===== config.mk =====
export PLATFORM = sky130hd
export DESIGN_NAME = stopwatch_cu
export DESIGN_NICKNAME = d
export VERILOG_FILES = /design/src/rtl/stopwatch_cu.sv
export SDC_FILE = /design/constraint.sdc
export NUM_CORES = 1
export LEC_CHECK = 0
export ABC_AREA = 1
export CORE_AREA = 2 2 80 82
export CTS_BUF_LIST = sky130_fd_sc_hd__clkbuf_4
export CTS_CLUSTER_SIZE = 25
export DETAILED_ROUTE_END_ITERATION = 10
export DIE_AREA = 0 0 82 84
export PLACE_DENSITY = 0.51
export SETUP_SLACK_MARGIN = 0.5
export SLEW_MARGIN = 20
export SYNTH_ARGS = -nofsm -noshare
export SYNTH_HDL_FRONTEND = slang
export SYNTH_SLANG_ARGS = --single-unit

===== constraint.sdc =====
create_clock -name clk -period 1.8 [get_ports clk]
set_input_delay 0.27 -clock clk [delete_from_list [all_inputs] [get_ports clk]]
set_output_delay 0.27 -clock clk [all_outputs]
set_load 0.02 [all_outputs]

===== src/rtl/stopwatch_cu.sv =====
`timescale 1ns/1ps
// Stopwatch control unit: debounced buttons (+ UART 'R'/'C' commands when STOPWATCH_CU_UART_CMD_EN
// is defined) drive a STOP/RUN/CLEAR Moore FSM; o_run/o_clear/o_state decode straight from the state flop.
module stopwatch_cu #(
    parameter int DB_DIV   = 100000,
    parameter int DB_DEPTH = 8
) (
    input  logic       clk,
    input  logic       rst,
    input  logic       i_btn_run,
    input  logic       i_btn_clear,
    input  logic [7:0] i_rx_data,
    input  logic       i_rx_done,
    output logic       o_run,
    output logic       o_clear,
    output logic [1:0] o_state
);

    localparam int CW = (DB_DIV > 1) ? $clog2(DB_DIV) : 1;

    typedef enum logic [1:0] {
        ST_STOP  = 2'b00,
        ST_RUN   = 2'b01,
        ST_CLEAR = 2'b10
    } state_t;

    logic [1:0]          run_sync_q, run_sync_d;
    logic [1:0]          clr_sync_q, clr_sync_d;
    logic [CW-1:0]       cnt_q, cnt_d;
    logic                tick;
    logic [DB_DEPTH-1:0] run_sh_q, run_sh_d;
    logic [DB_DEPTH-1:0] clr_sh_q, clr_sh_d;
    logic                run_db_q, run_db_d;
    logic                clr_db_q, clr_db_d;
    logic                run_db_d1_q, clr_db_d1_q;
    logic                uart_run_q, uart_run_d;
    logic                uart_clr_q, uart_clr_d;
    logic                ev_run, ev_clear;
    state_t              state_q, state_d;

    assign tick = (cnt_q == CW'(DB_DIV - 1));

    always_comb begin
        run_sync_d = {run_sync_q[0], i_btn_run};
        clr_sync_d = {clr_sync_q[0], i_btn_clear};
        cnt_d      = tick ? '0 : cnt_q + 1'b1;
        run_sh_d   = run_sh_q;
        clr_sh_d   = clr_sh_q;
        if (tick) begin
            run_sh_d = {run_sh_q[DB_DEPTH-2:0], run_sync_q[1]};
            clr_sh_d = {clr_sh_q[DB_DEPTH-2:0], clr_sync_q[1]};
        end
        // Debounced level only moves on a unanimous window; mixed windows hold it.
        run_db_d = run_db_q;
        if (&run_sh_q)       run_db_d = 1'b1;
        else if (~|run_sh_q) run_db_d = 1'b0;
        clr_db_d = clr_db_q;
        if (&clr_sh_q)       clr_db_d = 1'b1;
        else if (~|clr_sh_q) clr_db_d = 1'b0;
    end

`ifdef STOPWATCH_CU_UART_CMD_EN
    always_comb begin
        uart_run_d = i_rx_done && ((i_rx_data == 8'h52) || (i_rx_data == 8'h72));
        uart_clr_d = i_rx_done && ((i_rx_data == 8'h43) || (i_rx_data == 8'h63));
    end
`else
    logic unused_rx;
    assign unused_rx  = ^{i_rx_data, i_rx_done};
    assign uart_run_d = 1'b0;
    assign uart_clr_d = 1'b0;
`endif

    assign ev_run   = (run_db_q & ~run_db_d1_q) | uart_run_q;
    assign ev_clear = (clr_db_q & ~clr_db_d1_q) | uart_clr_q;

    always_comb begin
        state_d = state_q;
        case (state_q)
            ST_STOP: begin
                if (ev_clear)    state_d = ST_CLEAR;
                else if (ev_run) state_d = ST_RUN;
            end
            ST_RUN: begin
                // Clear requests are deliberately ignored while counting.
                if (ev_run) state_d = ST_STOP;
            end
            ST_CLEAR: state_d = ST_STOP;
            default:  state_d = ST_STOP;
        endcase
    end

    always_ff @(posedge clk or posedge rst) begin
        if (rst) begin
            run_sync_q  <= '0;
            clr_sync_q  <= '0;
            cnt_q       <= '0;
            run_sh_q    <= '0;
            clr_sh_q    <= '0;
            run_db_q    <= 1'b0;
            clr_db_q    <= 1'b0;
            run_db_d1_q <= 1'b0;
            clr_db_d1_q <= 1'b0;
            uart_run_q  <= 1'b0;
            uart_clr_q  <= 1'b0;
            state_q     <= ST_STOP;
        end else begin
            run_sync_q  <= run_sync_d;
            clr_sync_q  <= clr_sync_d;
            cnt_q       <= cnt_d;
            run_sh_q    <= run_sh_d;
            clr_sh_q    <= clr_sh_d;
            run_db_q    <= run_db_d;
            clr_db_q    <= clr_db_d;
            run_db_d1_q <= run_db_q;
            clr_db_d1_q <= clr_db_q;
            uart_run_q  <= uart_run_d;
            uart_clr_q  <= uart_clr_d;
            state_q     <= state_d;
        end
    end

    assign o_run   = (state_q == ST_RUN);
    assign o_clear = (state_q == ST_CLEAR);
    assign o_state = state_q;

endmodule


==> results.sh <==
export IMPL_synth_area_top_cells="dfrtp_1 (52%), nand2_1 (14%), nand4_1 (7.9%)"
export IMPL_final_cell_mix="nand2_1 (79), dfrtp_1 (40), inv_1 (33)"
export IMPL_rsz0062_at_grt="true"
export IMPL_layout_cells_non_filler=360
export IMPL_cp_end_kind="flop"
export IMPL_path_max_fanout=10
export IMPL_synth_cells=258
export IMPL_wl_per_cell_um=11.7
export IMPL_syn_area_um2=2070
export IMPL_yosys_area_top_type="dfrtp_1"
export IMPL_clkPwrFrac_pct=32.6
export IMPL_die_h_um=84
export IMPL_fp_row_count=29
export IMPL_seq_power_share_pct=65.4
export IMPL_clockRootBuffer="clkbuf_4"
export IMPL_crit_required_ns=2.05
export IMPL_totalNegativeSetupSlack_ns=0
export IMPL_grt_overflow=0
export IMPL_syn_num_nets=272
export IMPL_setup_viol=0
export IMPL_final_common_cell="nand2_1"
export IMPL_cp_start_kind="flop"
export IMPL_yosysSeqAreaShare_pct=52.1
export IMPL_swShare_pct=22.8
export IMPL_htreeDepth=2
export IMPL_synthDistinctLibCells=19
export IMPL_nets=296
export IMPL_gp_congestion=0.773
export IMPL_fp_dieW_um=82
export IMPL_period_needed_ns=1.36
export IMPL_place_hpwl_mm=2.78
export IMPL_tightest_slew_ns=0.378
export IMPL_final_max_slew_violation_count=0
export IMPL_clk_pin_slew_ns=0.13
export IMPL_grt_pass1_vias=1503
export IMPL_antenna_found_initial=0
export IMPL_critical_path_arrival_ns=1.61
export IMPL_fp_coreArea_um2=6100
export IMPL_insertion_delay_ns=0.36
export IMPL_p_sw_mw=0.339
export IMPL_slew_headroom_pct=74.7
export IMPL_postRouteWirelength_mm=4.21
export IMPL_die_area_um2=6890
export IMPL_avgSynthCellArea_um2=8.01
export IMPL_path_class="reg2reg"
export IMPL_layout_area_overhead_vs_synth_pct=19.6
export IMPL_drc=0
export IMPL_period_share_pct=75.6
export IMPL_cts_tree="yes"
export IMPL_grt_max_degree=28
export IMPL_grt_use_total_pct=13.3
export IMPL_synth_seq_cells=43
export IMPL_ant_nets=0
export IMPL_synth_top_area_share_pct=52.1
export IMPL_cellLeakagePower_nw=1.32
export IMPL_placed_cells=342
export IMPL_fin_worst_skew_ns=0.0110
export IMPL_vias=1672
export IMPL_start_util_pct=33.9
export IMPL_p_int_mw=1.15
export IMPL_drt_iter0_markers=122
export IMPL_yosys_warnings=0
export IMPL_drt_pass1_iterations=4
export IMPL_power_frac_comb_pct=2.0
export IMPL_cts_buffers=5
export IMPL_n_antenna_cell=0
export IMPL_hold_viol_final=0
export IMPL_outcome="finished, final reports clean"
export IMPL_worstHoldPathType="in2async"
export IMPL_p_total_mw=1.49
export IMPL_placed_area_um2=2240
export IMPL_grt_pass1_wl_mm=7.13
export IMPL_peakVddDrop_v=0.000239
export IMPL_vias_per_cell=4.64
export IMPL_io_buffer_count=7
export IMPL_numClockSinks=43
export IMPL_pin_count=17
export IMPL_cts_buffer_depth=2
export IMPL_drive_gt1_share_pct=16.3
export IMPL_fin_area_um2=2470
export IMPL_cap_violations=0
export IMPL_max_freq_mhz=734
export IMPL_p_per_area_nw_per_um2=601
path summary, 6_finish.rpt:
path / start / end / slack (ns) / cells after the start
max: cnt_q[0]$_DFF_PP0_ / cnt_q[5]$_DFF_PP0_ / 0.44 / 7
min: rst / run_db_d1_q$_DFF_PP0_ / 0.19 / 2
max reg2reg: cnt_q[0]$_DFF_PP0_ / cnt_q[5]$_DFF_PP0_ / 0.44 / 7
min reg2reg: run_sync_q[0]$_DFF_PP0_ / run_sync_q[1]$_DFF_PP0_ / 0.36 / 0
max in group asynchronous: rst / cnt_q[11]$_DFF_PP0_ / 1.14 / 3
min in group clk: i_btn_run / run_sync_q[0]$_DFF_PP0_ / 0.34 / 1
per-layer routing:
metal,global-route usage [%],vias up,wire length [um]
li1,-,865,-
met1,20.3,775,2210
met2,18.3,27,1780
met3,2.92,5,157
met4,5.00,0,64
met5,0,-,0
power groups by stage:
stage,Combinational (mW),Clock [mW],Sequential (mW)
after floorplan,0.0142,0,0.990
after global placement,0.0322,0,0.990
after detailed placement,0.0324,0,0.990
after CTS,0.0323,0.514,0.971
after global routing,0.0364,0.557,0.972
final,0.0300,0.484,0.971
critical path, cell delays in order, from the launching register on:
cell	delay, ns
dfrtp_1	0.44
ha_4	0.17
nand3_4	0.13
inv_4	0.11
nand3_4	0.11
buf_12	0.16
clkinv_2	0.08
nor2_1	0.05
timing repair:
item                       CTS  global route
setup buffers                4             5
setup endpoints to repair   33            32
gates cloned                 0             1
resized for setup           32            10
pin swaps                    1             2
hold buffers                 0             0
registers in the layout (all words and copies together) (netlist names):
| signal | flops |
|---|---|
| o_state | 2 |
| clr_db_d1_q | 1 |
| clr_db_q | 1 |
| clr_sync_q | 2 |
| clr_sh_q | 8 |
| cnt_q | 17 |
| run_sync_q | 2 |
| run_sh_q | 8 |
| run_db_d1_q | 1 |
| run_db_q | 1 |
per-stage QoR:
stage	setup WS, ns	hold slack (ns)	util (%)
floorplan	0.507	0.301	-
global placement	0.282	0.335	36.8
detailed placement	0.248	0.335	36.8
CTS	0.418	0.191	38.9
global route	0.367	0.230	40.5
finish	0.438	0.189	40.5
layout make-up:
cell class / instances / area (um^2)
clock buffers: 6 / 45.0
clock inverters: 2 / 12.5
fillers: 646 / 3620
inverters: 38 / 146
multi-input cells: 172 / 877
flip-flops and latches: 43 / 1080
well taps: 77 / 96.3
repair buffers: 22 / 214
Yosys cell counts, drive strengths merged:
cell     n
o21ai    3
o21bai   2
nand3   15
nand4   26
xor2     5
inv     37
nor3     2
buf      5
ha       1
clkinv   1
nand2   79
nor2    37
a21oi    2
dfrtp   43
logic make-up after synthesis:
| kind of cell | count (synthesis) | share of synthesized area [%] |
|---|---|---|
| and+or+nand+nor | 159 | 34.3 |
| DFF | 43 | 52.1 |
| xor gates and xnor gates | 5 | 2.12 |
| AOI/OAI and AO/OA | 7 | 1.94 |
| buffers and inverters | 43 | 9.02 |
| adders and majority gates | 1 | 0.605 |
(Power assumes the default switching activity.)
